**src/rtl/zeroriscy_mem_arb_pkg.sv**
```systemverilog
// Shared types for the zeroriscy instr/data memory arbiter.
// Owner tags identify which requester a transaction belongs to.
package zeroriscy_mem_arb_pkg;

    typedef enum logic {
        OWNER_INSTR,
        OWNER_DATA
    } owner_e;

    localparam logic [3:0] INSTR_BE = 4'hF;

endpackage

```
**src/rtl/zeroriscy_mem_arbiter_if.sv**
```systemverilog
// Bus bundle between fetch, LSU, arbiter and unified memory.
// slave is the arbiter's view; master is the surrounding system.
interface zeroriscy_mem_arbiter_if;

    logic        instr_req_i;
    logic        instr_gnt_o;
    logic        instr_rvalid_o;
    logic [31:0] instr_addr_i;
    logic [31:0] instr_rdata_o;

    logic        data_req_i;
    logic        data_gnt_o;
    logic        data_rvalid_o;
    logic        data_we_i;
    logic [3:0]  data_be_i;
    logic [31:0] data_addr_i;
    logic [31:0] data_wdata_i;
    logic [31:0] data_rdata_o;
    logic        data_err_o;

    logic        mem_req_o;
    logic        mem_gnt_i;
    logic        mem_we_o;
    logic [3:0]  mem_be_o;
    logic [31:0] mem_addr_o;
    logic [31:0] mem_wdata_o;
    logic        mem_rvalid_i;
    logic [31:0] mem_rdata_i;
    logic        mem_err_i;

    modport slave (
        input  instr_req_i, instr_addr_i,
        input  data_req_i, data_we_i, data_be_i,
        input  data_addr_i, data_wdata_i,
        input  mem_gnt_i, mem_rvalid_i,
        input  mem_rdata_i, mem_err_i,
        output instr_gnt_o, instr_rvalid_o,
        output instr_rdata_o,
        output data_gnt_o, data_rvalid_o,
        output data_rdata_o, data_err_o,
        output mem_req_o, mem_we_o, mem_be_o,
        output mem_addr_o, mem_wdata_o
    );

    modport master (
        output instr_req_i, instr_addr_i,
        output data_req_i, data_we_i, data_be_i,
        output data_addr_i, data_wdata_i,
        output mem_gnt_i, mem_rvalid_i,
        output mem_rdata_i, mem_err_i,
        input  instr_gnt_o, instr_rvalid_o,
        input  instr_rdata_o,
        input  data_gnt_o, data_rvalid_o,
        input  data_rdata_o, data_err_o,
        input  mem_req_o, mem_we_o, mem_be_o,
        input  mem_addr_o, mem_wdata_o
    );

endinterface

```
**src/rtl/zeroriscy_mem_arb_fifo.sv**
```systemverilog
// Owner FIFO: remembers who issued each outstanding transaction
// so in-order responses can be routed back.
module zeroriscy_mem_arb_fifo
    import zeroriscy_mem_arb_pkg::*;
#(
    parameter int unsigned DEPTH = 2,
    localparam int unsigned CW = $clog2(DEPTH + 1)
) (
    input  logic          clk_i,
    input  logic          rst_i,
    input  logic          push,
    input  owner_e        owner,
    input  logic          pop,
    output owner_e        head,
    output logic [CW-1:0] count,
    output logic          full,
    output logic          empty
);

    localparam int unsigned PW = (DEPTH > 1) ? $clog2(DEPTH) : 1;

    owner_e        mem_q [DEPTH];
    logic [PW-1:0] wr_q;
    logic [PW-1:0] rd_q;
    logic [CW-1:0] cnt_q;
    logic          push_ok;
    logic          pop_ok;

    function automatic logic [PW-1:0] nxt(input logic [PW-1:0] p);
        return (p == PW'(DEPTH - 1)) ? '0 : p + 1'b1;
    endfunction

    assign full    = (cnt_q == CW'(DEPTH));
    assign empty   = (cnt_q == '0);
    assign count   = cnt_q;
    assign head    = mem_q[rd_q];
    assign push_ok = push && !full;
    assign pop_ok  = pop && !empty;

    always_ff @(posedge clk_i) begin
        if (push_ok) begin
            mem_q[wr_q] <= owner;
        end
    end

    always_ff @(posedge clk_i) begin
        if (rst_i) begin
            wr_q  <= '0;
            rd_q  <= '0;
            cnt_q <= '0;
        end else begin
            if (push_ok) wr_q <= nxt(wr_q);
            if (pop_ok)  rd_q <= nxt(rd_q);
            unique case ({push_ok, pop_ok})
                2'b10:   cnt_q <= cnt_q + 1'b1;
                2'b01:   cnt_q <= cnt_q - 1'b1;
                default: cnt_q <= cnt_q;
            endcase
        end
    end

endmodule

```
**src/rtl/zeroriscy_mem_arbiter.sv**
```systemverilog
// Shares one OBI memory port between zeroriscy fetch and LSU.
// Data has priority; a starvation counter eventually forces fetch.
module zeroriscy_mem_arbiter
    import zeroriscy_mem_arb_pkg::*;
#(
    parameter int unsigned MAX_OUTSTANDING = 2,
    parameter int unsigned STARVE_LIMIT    = 4
) (
    input  logic                    clk_i,
    input  logic                    rst_i,
    zeroriscy_mem_arbiter_if.slave  bus,
    output logic                    instr_err_o,
    output logic                    protocol_err_o
);

    localparam int unsigned CW = $clog2(MAX_OUTSTANDING + 1);
    localparam int unsigned SW = $clog2(STARVE_LIMIT + 1);

    owner_e        sel;
    owner_e        lock_owner_q;
    owner_e        head;
    logic          lock_q;
    logic [SW-1:0] starve_q;
    logic          instr_err_q;
    logic          proto_err_q;
    logic [CW-1:0] fifo_count;
    logic          fifo_full;
    logic          fifo_empty;
    logic          sel_req;
    logic          mem_req;
    logic          push;
    logic          pop;
    logic          stray;

    // A stalled request keeps its owner so address/data stay stable.
    always_comb begin
        sel = OWNER_DATA;
        if (lock_q) begin
            sel = lock_owner_q;
        end else if (starve_q == SW'(STARVE_LIMIT) && bus.instr_req_i) begin
            sel = OWNER_INSTR;
        end else if (bus.data_req_i) begin
            sel = OWNER_DATA;
        end else if (bus.instr_req_i) begin
            sel = OWNER_INSTR;
        end
    end

    assign sel_req = (sel == OWNER_INSTR) ? bus.instr_req_i
                                          : bus.data_req_i;
    assign mem_req = !rst_i && !fifo_full && sel_req;
    assign push    = mem_req && bus.mem_gnt_i;
    assign pop     = !rst_i && bus.mem_rvalid_i && !fifo_empty;
    assign stray   = bus.mem_rvalid_i && (fifo_count == '0);

    zeroriscy_mem_arb_fifo #(
        .DEPTH (MAX_OUTSTANDING)
    ) u_fifo (
        .clk_i (clk_i),
        .rst_i (rst_i),
        .push  (push),
        .owner (sel),
        .pop   (pop),
        .head  (head),
        .count (fifo_count),
        .full  (fifo_full),
        .empty (fifo_empty)
    );

    always_comb begin
        bus.mem_req_o      = 1'b0;
        bus.mem_we_o       = 1'b0;
        bus.mem_be_o       = '0;
        bus.mem_addr_o     = '0;
        bus.mem_wdata_o    = '0;
        bus.instr_gnt_o    = 1'b0;
        bus.data_gnt_o     = 1'b0;
        bus.instr_rvalid_o = 1'b0;
        bus.data_rvalid_o  = 1'b0;
        bus.instr_rdata_o  = '0;
        bus.data_rdata_o   = '0;
        bus.data_err_o     = 1'b0;
        if (!rst_i) begin
            bus.mem_req_o = mem_req;
            unique case (sel)
                OWNER_INSTR: begin
                    bus.mem_be_o   = INSTR_BE;
                    bus.mem_addr_o = bus.instr_addr_i;
                end
                OWNER_DATA: begin
                    bus.mem_we_o    = bus.data_we_i;
                    bus.mem_be_o    = bus.data_be_i;
                    bus.mem_addr_o  = bus.data_addr_i;
                    bus.mem_wdata_o = bus.data_wdata_i;
                end
            endcase
            bus.instr_gnt_o    = push && (sel == OWNER_INSTR);
            bus.data_gnt_o     = push && (sel == OWNER_DATA);
            bus.instr_rvalid_o = pop && (head == OWNER_INSTR);
            bus.data_rvalid_o  = pop && (head == OWNER_DATA);
            bus.data_err_o     = pop && (head == OWNER_DATA)
                                 && bus.mem_err_i;
            bus.instr_rdata_o  = bus.mem_rdata_i;
            bus.data_rdata_o   = bus.mem_rdata_i;
        end
    end

    always_ff @(posedge clk_i) begin
        if (rst_i) begin
            lock_q       <= 1'b0;
            lock_owner_q <= OWNER_INSTR;
            starve_q     <= '0;
            instr_err_q  <= 1'b0;
            proto_err_q  <= 1'b0;
        end else begin
            lock_q <= mem_req && !bus.mem_gnt_i;
            if (mem_req && !bus.mem_gnt_i) lock_owner_q <= sel;
            if (!bus.instr_req_i || (push && sel == OWNER_INSTR)) begin
                starve_q <= '0;
            end else if (push && starve_q != SW'(STARVE_LIMIT)) begin
                starve_q <= starve_q + 1'b1;
            end
            if (pop && head == OWNER_INSTR && bus.mem_err_i) begin
                instr_err_q <= 1'b1;
            end
            if (stray) proto_err_q <= 1'b1;
        end
    end

    assign instr_err_o    = instr_err_q && !rst_i;
    assign protocol_err_o = proto_err_q && !rst_i;

endmodule

```
**src/flat_wrapper.sv**
```systemverilog
// flat-port wrapper written by rule: the top's interface ports become plain ports
module zeroriscy_mem_arbiter_flat import zeroriscy_mem_arb_pkg::*;
#(
    parameter int unsigned MAX_OUTSTANDING = 2,
    parameter int unsigned STARVE_LIMIT    = 4
)
  (clk_i, rst_i, instr_err_o, protocol_err_o, bus_instr_req_i, bus_instr_addr_i, bus_data_req_i, bus_data_we_i, bus_data_be_i, bus_data_addr_i, bus_data_wdata_i, bus_mem_gnt_i, bus_mem_rvalid_i, bus_mem_rdata_i, bus_mem_err_i, bus_instr_gnt_o, bus_instr_rvalid_o, bus_instr_rdata_o, bus_data_gnt_o, bus_data_rvalid_o, bus_data_rdata_o, bus_data_err_o, bus_mem_req_o, bus_mem_we_o, bus_mem_be_o, bus_mem_addr_o, bus_mem_wdata_o);
  zeroriscy_mem_arbiter_if bus_i ();
  input  logic clk_i;
  input  logic rst_i;
  output logic instr_err_o;
  output logic protocol_err_o;
  input wire logic [$bits(bus_i.instr_req_i)-1:0] bus_instr_req_i;
  input wire logic [$bits(bus_i.instr_addr_i)-1:0] bus_instr_addr_i;
  input wire logic [$bits(bus_i.data_req_i)-1:0] bus_data_req_i;
  input wire logic [$bits(bus_i.data_we_i)-1:0] bus_data_we_i;
  input wire logic [$bits(bus_i.data_be_i)-1:0] bus_data_be_i;
  input wire logic [$bits(bus_i.data_addr_i)-1:0] bus_data_addr_i;
  input wire logic [$bits(bus_i.data_wdata_i)-1:0] bus_data_wdata_i;
  input wire logic [$bits(bus_i.mem_gnt_i)-1:0] bus_mem_gnt_i;
  input wire logic [$bits(bus_i.mem_rvalid_i)-1:0] bus_mem_rvalid_i;
  input wire logic [$bits(bus_i.mem_rdata_i)-1:0] bus_mem_rdata_i;
  input wire logic [$bits(bus_i.mem_err_i)-1:0] bus_mem_err_i;
  output wire logic [$bits(bus_i.instr_gnt_o)-1:0] bus_instr_gnt_o;
  output wire logic [$bits(bus_i.instr_rvalid_o)-1:0] bus_instr_rvalid_o;
  output wire logic [$bits(bus_i.instr_rdata_o)-1:0] bus_instr_rdata_o;
  output wire logic [$bits(bus_i.data_gnt_o)-1:0] bus_data_gnt_o;
  output wire logic [$bits(bus_i.data_rvalid_o)-1:0] bus_data_rvalid_o;
  output wire logic [$bits(bus_i.data_rdata_o)-1:0] bus_data_rdata_o;
  output wire logic [$bits(bus_i.data_err_o)-1:0] bus_data_err_o;
  output wire logic [$bits(bus_i.mem_req_o)-1:0] bus_mem_req_o;
  output wire logic [$bits(bus_i.mem_we_o)-1:0] bus_mem_we_o;
  output wire logic [$bits(bus_i.mem_be_o)-1:0] bus_mem_be_o;
  output wire logic [$bits(bus_i.mem_addr_o)-1:0] bus_mem_addr_o;
  output wire logic [$bits(bus_i.mem_wdata_o)-1:0] bus_mem_wdata_o;
  assign bus_i.instr_req_i = bus_instr_req_i;
  assign bus_i.instr_addr_i = bus_instr_addr_i;
  assign bus_i.data_req_i = bus_data_req_i;
  assign bus_i.data_we_i = bus_data_we_i;
  assign bus_i.data_be_i = bus_data_be_i;
  assign bus_i.data_addr_i = bus_data_addr_i;
  assign bus_i.data_wdata_i = bus_data_wdata_i;
  assign bus_i.mem_gnt_i = bus_mem_gnt_i;
  assign bus_i.mem_rvalid_i = bus_mem_rvalid_i;
  assign bus_i.mem_rdata_i = bus_mem_rdata_i;
  assign bus_i.mem_err_i = bus_mem_err_i;
  assign bus_instr_gnt_o = bus_i.instr_gnt_o;
  assign bus_instr_rvalid_o = bus_i.instr_rvalid_o;
  assign bus_instr_rdata_o = bus_i.instr_rdata_o;
  assign bus_data_gnt_o = bus_i.data_gnt_o;
  assign bus_data_rvalid_o = bus_i.data_rvalid_o;
  assign bus_data_rdata_o = bus_i.data_rdata_o;
  assign bus_data_err_o = bus_i.data_err_o;
  assign bus_mem_req_o = bus_i.mem_req_o;
  assign bus_mem_we_o = bus_i.mem_we_o;
  assign bus_mem_be_o = bus_i.mem_be_o;
  assign bus_mem_addr_o = bus_i.mem_addr_o;
  assign bus_mem_wdata_o = bus_i.mem_wdata_o;
  zeroriscy_mem_arbiter #(.MAX_OUTSTANDING(MAX_OUTSTANDING), .STARVE_LIMIT(STARVE_LIMIT)) u_core (.clk_i(clk_i), .rst_i(rst_i), .bus(bus_i), .instr_err_o(instr_err_o), .protocol_err_o(protocol_err_o));
endmodule
```
**config.mk**
```make
export PLATFORM = sky130hd
export DESIGN_NAME = zeroriscy_mem_arbiter_flat
export DESIGN_NICKNAME = d
export VERILOG_FILES = /design/src/rtl/zeroriscy_mem_arb_pkg.sv /design/src/rtl/zeroriscy_mem_arbiter_if.sv /design/src/rtl/zeroriscy_mem_arb_fifo.sv /design/src/rtl/zeroriscy_mem_arbiter.sv /design/src/flat_wrapper.sv
export SDC_FILE = /design/constraint.sdc
export NUM_CORES = 1
export LEC_CHECK = 0
export ABC_AREA = 1
export BUFFER_PORTS_ARGS = -buffer_cell sky130_fd_sc_hd__buf_4
export CAP_MARGIN = 20
export CORE_AREA = 2 2 110 112
export DETAILED_ROUTE_END_ITERATION = 12
export DIE_AREA = 0 0 112 114
export GPL_TIMING_DRIVEN = 0
export SYNTH_ARGS = -nofsm -noshare
export SYNTH_HDL_FRONTEND = slang
export SYNTH_SLANG_ARGS = --single-unit
```
**constraint.sdc**
```tcl
create_clock -name clk_i -period 2.38 [get_ports clk_i]
set_input_delay 0.238 -clock clk_i [delete_from_list [all_inputs] [get_ports clk_i]]
set_output_delay 0.238 -clock clk_i [all_outputs]
set_load 0.01 [all_outputs]
```
== Yosys cells after proc, flatten, opt, wreduce, memory -nomap -nowiden ==
Memory sizes are Yosys's and may differ from the RTL's. A register that Yosys moved wholly into a read port is not among the register bits.
Index checks and enable logic that the tools add are counted.
W data, S select, Z words.
Storage, ports and cells
  flip-flop bits (word level): 11
  memory bits (writable): 2
  input port bits: 140
  output and inout bits: 141
  logic and storage cells: 76
  memories kept: 1
Memories
  u_core.u_fifo.mem_q: depth 2, bits a word 1, rd ports 1, clocked after Yosys merged registers in 1, wr ports 1, line zeroriscy_mem_arb_fifo.sv:22  | owner_e mem_q [DEPTH];
Cells by class
  add/sub/neg operators: 5
  equal/unequal tests: 5
  mux-type cells: 27
  bitwise logic cells: 2
  reduce and logical (&&, ||, !) cells: 28
Operators by type and width (number)
  $mux W32: 4
  $pmux W32 S2: 1
  $logic_and A1 B1 Y1: 19
  $mux W1: 19
  $pmux W4 S2: 1
  $logic_not A1 Y1: 5
  $eq A2 B2 Y1 const B: 2
  $mux W4: 1
  $pmux W2 S2: 1
  $add A3 B1 Y3 const B: 1
  $eq A3 B3 Y1 const B: 1
  $ne A3 B3 Y1 const B: 1
  $add A1 B1 Y1 const B: 2
  $add A2 B1 Y2 const B: 1
  $eq A2 B1 Y1 const B: 1
  $logic_not A2 Y1: 1
  $not A1 Y1: 2
  $reduce_bool A2 Y1: 1
  $reduce_or A2 Y1: 1
  $sub A2 B1 Y2 const B: 1
  $logic_or A1 B1 Y1: 1

== Longest topological paths before layout ==
  depth after elaboration: 10
  gate-level depth with buffers: 13
  mapped depth without buffers: 13

== By module ==
From an unflattened synthesis, not the netlist that was laid out.
Second synthesis, totals
  cell total of the unflattened synthesis: 397
  area, all modules: 2327.2 µm²
Modules (own cells, without submodules)
  zeroriscy_mem_arbiter: instances 1, cells each 354, area each 1983.2 µm², seq. area each 140.1 µm²
  zeroriscy_mem_arb_fifo: instances 1, cells each 43, area each 344.1 µm², seq. area each 160.2 µm²

== Least setup slack after synthesis ==
No wires, ideal clock.
  path kind: register -> register
  from: register u_core.starve_q[0]
  to: register u_core.u_fifo.cnt_q[1] (netlist: u_core.u_fifo.count[1])
  library setup time: 0.070 ns
  arrival time: 1.653 ns
  data required time: 2.310 ns
  setup slack: 0.658 ns
  cell stages (with the launch flop): 14
  buffers on the path: 0
  period minus slack after synthesis: 1.722 ns
  cell sequence: dfxtp_1 -> inv_1 -> ha_1 -> nand2_1 -> nand2_1 -> nand2_1 -> nand3_2 -> nand3_4 -> ha_1 -> a21oi_1 -> o21ai_0 -> inv_1 -> o21ai_0 -> a21oi_1
Between the ends
  longest elaborated chain between the ends: 10
  elaborated cells between the ends (all ways): 12
  those cells by class: eq/ne (3); mux (4); reduce/logical (5)
Ends and longest elaborated chain
  start, declared: line zeroriscy_mem_arbiter.sv:23  | logic [SW-1:0] starve_q;
  start signal, assigned: line zeroriscy_mem_arbiter.sv:121  | starve_q <= starve_q + 1'b1;
  $eq A3 B3 Y1 (*): line zeroriscy_mem_arbiter.sv:40  | end else if (starve_q == SW'(STARVE_LIMIT) && bus.instr_req_i) begin
  $logic_and A1 B1 Y1 (*): line zeroriscy_mem_arbiter.sv:40
  $mux W1 (*): line zeroriscy_mem_arbiter.sv:40
  $mux W1 (*): line zeroriscy_mem_arbiter.sv:38  | if (lock_q) begin
  $mux W1 (*): line zeroriscy_mem_arbiter.sv:49  | assign sel_req = (sel == OWNER_INSTR) ? bus.instr_req_i
  $logic_and A1 B1 Y1 (*): line zeroriscy_mem_arbiter.sv:51  | assign mem_req = !rst_i && !fifo_full && sel_req;
  $logic_and A1 B1 Y1 (*): line zeroriscy_mem_arbiter.sv:52  | assign push = mem_req && bus.mem_gnt_i;
  $logic_and A1 B1 Y1 (*): line zeroriscy_mem_arb_fifo.sv:37  | assign push_ok = push && !full;
  $eq A2 B1 Y1 / $eq A2 B2 Y1 (equally long branches): line zeroriscy_mem_arb_fifo.sv:54  | unique case ({push_ok, pop_ok})
  $pmux W2 S2 / $reduce_bool A2 Y1 (equally long branches)
  end signal, assigned: line zeroriscy_mem_arb_fifo.sv:55  | 2'b10: cnt_q <= cnt_q + 1'b1;
  end signal, assigned: line zeroriscy_mem_arb_fifo.sv:56  | 2'b01: cnt_q <= cnt_q - 1'b1;
  end signal, assigned: line zeroriscy_mem_arb_fifo.sv:57  | default: cnt_q <= cnt_q;
  end, declared: line zeroriscy_mem_arb_fifo.sv:25  | logic [CW-1:0] cnt_q;
Mark *: on every way between the ends. The rest lies on a longest branch, timed or not.
A chain may end at the register's enable or synchronous reset.

== Worst setup path in the final report ==
  from: register u_core.starve_q[0]
  to: output bus_mem_addr_o[16]
Between the ends
  longest elaborated chain between the ends: 7
Ends and longest elaborated chain
  $eq A3 B3 Y1 (*): line zeroriscy_mem_arbiter.sv:40
  $logic_and A1 B1 Y1 (*): line zeroriscy_mem_arbiter.sv:40
  $mux W1 (*): line zeroriscy_mem_arbiter.sv:40
  $mux W1 (*): line zeroriscy_mem_arbiter.sv:38
  $not A1 Y1
  $pmux W32 S2 (*): line zeroriscy_mem_arbiter.sv:85  | unique case (sel)
  $mux W32 (*): line zeroriscy_mem_arbiter.sv:83  | if (!rst_i) begin
  end, declared: line flat_wrapper.sv:34  | output wire logic [$bits(bus_i.mem_addr_o)-1:0] bus_mem_addr_o;
Marked as above.

==> impl_results.md <==
- Routed wire per std cell: 10.6 um
- Post-Syn Area per Cell: 5.25 um2
- Die area: 12800 um2
- CTS root buf: clkbuf_16
- Cell Pwr Density: 318 nW/um2
- Final period utilization: 90.8%
- Count of TritonRoute iterations in the first routing pass: 4
- Core area: roughly 12000 um2
- CTS Sinks: 14
- Netlist cell types: 25
- Setup-failing EPs final: 0
- Worst reg2reg startpoint: u_core.starve_q[0]$_SDFFE_PP0P_
- Fmax: 463 MHz
- Seq cells post-synth: 14
- P_leak: between 0.002 and 0.003 uW
- WHS: 0.222 ns
- Worst Tran Pin Value: approximately 0.49 ns
- Worst-skew pair later-pin latency: 0.24 ns
- CTS tree: done
- Layout cells sized above 1: 51.5%
- Die X: between 100 and 150 um
- Critical-path cell list: inv_1 -> ha_1 -> nand2_1 -> nand2_1 -> nand2_1 -> nand2_1 -> buf_4 -> buf_6 -> o21ai_1 -> nor2_1 -> buf_4
- GRT overflow: 0
- Buf/Inv on CP: 4
- Top delay family on crit path: buffers and inverters
- Most used cell along the critical path: nand2_1
- Area growth syn-to-layout: 118%
- Gr usage total: 12.1%
- RSZ-0062 raised after global routing: false
- Clock slew at reported path FFs: 0.05 ns
- Slew Limit Fails: 0
- Worst-path maximum fanout: 10
- Maximum vdd drop: 0.000283 V
- Main combinational cell family by area after synthesis: simple AND/OR/NAND/NOR gates
- Area fraction in compound gates after synthesis: about 13%
- CP startpoint: u_core.starve_q[0]$_SDFFE_PP0P_
- Slowest library cell on the worst path: dfxtp_1
- Largest net degree at the start of global routing: 12
- Wire length of the first global-routing pass: approximately 13 mm
- Hold Crit Start: bus_mem_err_i
- CP Data Required Time: 2.14 ns
- Initial DRC Count: 46
- PortBufs: 280
- Critical path endpoint category: output port
- Xor/xnor share of the synthesized area: 0.874%
- Syn Std Cell Area: 2000 um2
- DRC viols: 0
- Post-synthesis simple-gate area fraction: 35.1%
- H-tree levels: 1
- Initial antenna violation count: 0
- Die Ht: 114 um
- DR vias: just over 3000
- Slowest stage delay, CP: approximately 0.35 ns
- Num CTS Buffers: 3
- Setup Total Neg Slack: 0 ns
- Top Ports: 281
- Cell row count: 40
- Worst Skew: 0.00122 ns
- Max cap viols: 0
- Mapped Nets: 525
- Nets: 810
- Hold Buf Count CTS: 0
- # resized after CTS: 0
- Arr. time, crit path: 1.92 ns
- Seq/Total Area, Yosys: 15.0%
- Min Tclk post-route: 2.16 ns
- Via density: about 3.8
- Vias in the first global route: 2626
- Status: completed
- Initial Utilization: between 10% and 20%
- CP startpoint kind: flop
- Multiplexer area fraction after synthesis: 0%
- Hold Crit Class: in -> reg
- Adder-Cell Fraction of Synth Area: 1.87%
- Synth Instances: 382
- Slew headroom: 67.5%
- Clock Path Buffers: 2
- Gpl congestion: ~0.8
- Postcts setup bufs: 0
- DRT Wirelength: 8.62 mm
- Final ANT Viol Nets: 0
- Ant diodes: 0
- Kind of critical path: reg -> out
- Hpwl dp: 7.44 mm
- Final hold violation count: 0
- Synthesis Warnings: 0
-- flip-flops by register name, summed over array words and instances (netlist names), named ones only --
| name | cells |
|---|---|
| u_core.u_fifo.mem_q | 2 |
| u_core.instr_err_q | 1 |
| u_core.lock_q | 1 |
| u_core.proto_err_q | 1 |
| u_core.u_fifo.rd_q | 1 |
| u_core.lock_owner_q | 1 |
| u_core.u_fifo.wr_q | 1 |
| u_core.starve_q | 3 |
| u_core.u_fifo.count | 2 |
-- worst register-to-register path, cell delays in order, from the launching register on --
cell	delay, ns
dfxtp_1	0.35
inv_1	0.07
ha_1	0.19
nand2_1	0.10
nand2_1	0.06
nand2_1	0.09
nand3_2	0.13
nand3_4	0.13
ha_1	0.26
a21oi_1	0.11
o21ai_0	0.09
inv_1	0.07
o21ai_0	0.07
a21oi_1	0.13
-- stage by stage --
step           total power [uW]  instances  util (%)  instance area (um2)  setup slack (ns)
5_1_grt                    1500        813      37.4                 4380            0.0241
6_report                   1390        813      37.4                 4380             0.220
2_1_floorplan               624        382         -                 2000             0.658
4_1_cts                    1410        813      37.3                 4370            0.0966
3_5_place_dp               1090        809      36.6                 4290             0.363
3_3_place_gp               1080        809      36.6                 4290             0.346
-- logic make-up (layout without fill, tap and decap cells) --
kind of cell / after synthesis / count (layout)
AOI/OAI and AO/OA: 52 / 52
adders and majority gates: 3 / 3
xor gates and xnor gates: 2 / 2
buffers and inverters: 139 / 423
DFF: 14 / 14
and+or+nand+nor: 172 / 172
-- where the power goes --
| group | switching, uW | total (uW) | leakage (uW) | internal (uW) |
|---|---|---|---|---|
| Clock | 95.1 | 317 | 0.0000385 | 222 |
| Combinational | 368 | 814 | 0.00255 | 446 |
| Sequential | 8.56 | 263 | 0.000116 | 254 |
| Total | 472 | 1390 | 0.00271 | 922 |
-- layer usage --
metal	vias up	GRT usage (%)	routed length, um
met3	2	3.61	769
li1	1654	-	-
met2	133	21.6	4300
met4	0	0.813	19
met1	1260	15.0	3540
met5	-	0	0
-- cell type report --
type / instances / area [um2]
fillers: 1311 / 7330
repair buffers: 280 / 2100
multi-input cells: 229 / 1020
plain buffers: 50 / 352
inverters: 89 / 342
flip-flops and latches: 14 / 300
well taps: 147 / 184
clock buffers: 3 / 75.1
clock inverters: 1 / 3.75
-- placed cells by master (no fill, tap or decap), types with 3 or more instances in the layout --
cell | synthesis | routed
buf_6 | 3 | 3
inv_1 | 83 | 83
clkbuf_16 | 0 | 3
inv_2 | 5 | 4
ha_1 | 3 | 3
dfxtp_1 | 12 | 12
nand2_1 | 19 | 19
clkbuf_1 | 4 | 4
buf_4 | 33 | 313
o21ai_0 | 11 | 11
a21oi_1 | 10 | 10
nand2_2 | 3 | 3
o21ai_1 | 31 | 31
buf_2 | 10 | 8
nor2_1 | 140 | 140
-- path summary, 6_finish.rpt --
kind              depth (start not counted)  slack [ns]                                   to
setup / recovery                         11        0.22                   bus_mem_addr_o[16]
hold / removal                            3        0.22      u_core.instr_err_q$_SDFFE_PP0P_
setup reg to reg                         13        0.47  u_core.u_fifo.count[1]$_SDFFE_PP0P_
hold reg to reg                           1        0.45                                 flop
-- Yosys cell counts --
| master | count | area share, % |
|---|---|---|
| o21ai_0 | 11 | 2.7 |
| buf_4 | 33 | 12 |
| ha_1 | 3 | 1.9 |
| nand2_2 | 3 | 0.94 |
| clkbuf_1 | 4 | 0.75 |
| nand3_4 | 1 | 0.87 |
| nor2_4 | 2 | 1.1 |
| inv_2 | 5 | 0.94 |
| nand3_1 | 2 | 0.50 |
| inv_6 | 1 | 0.44 |
| nand3b_1 | 1 | 0.37 |
| xor2_1 | 2 | 0.87 |
| edfxtp_1 | 2 | 3.0 |
| nand4_1 | 1 | 0.31 |
| nor2_2 | 1 | 0.31 |
| nor3b_1 | 1 | 0.37 |
| o21ai_1 | 31 | 7.7 |
| a21oi_1 | 10 | 2.5 |
| dfxtp_1 | 12 | 12 |
| nand3_2 | 1 | 0.50 |
| buf_2 | 10 | 2.5 |
| nand2_1 | 19 | 3.6 |
| nor2_1 | 140 | 26 |
| inv_1 | 83 | 16 |
| buf_6 | 3 | 1.7 |
(Power assumes the default switching activity.)
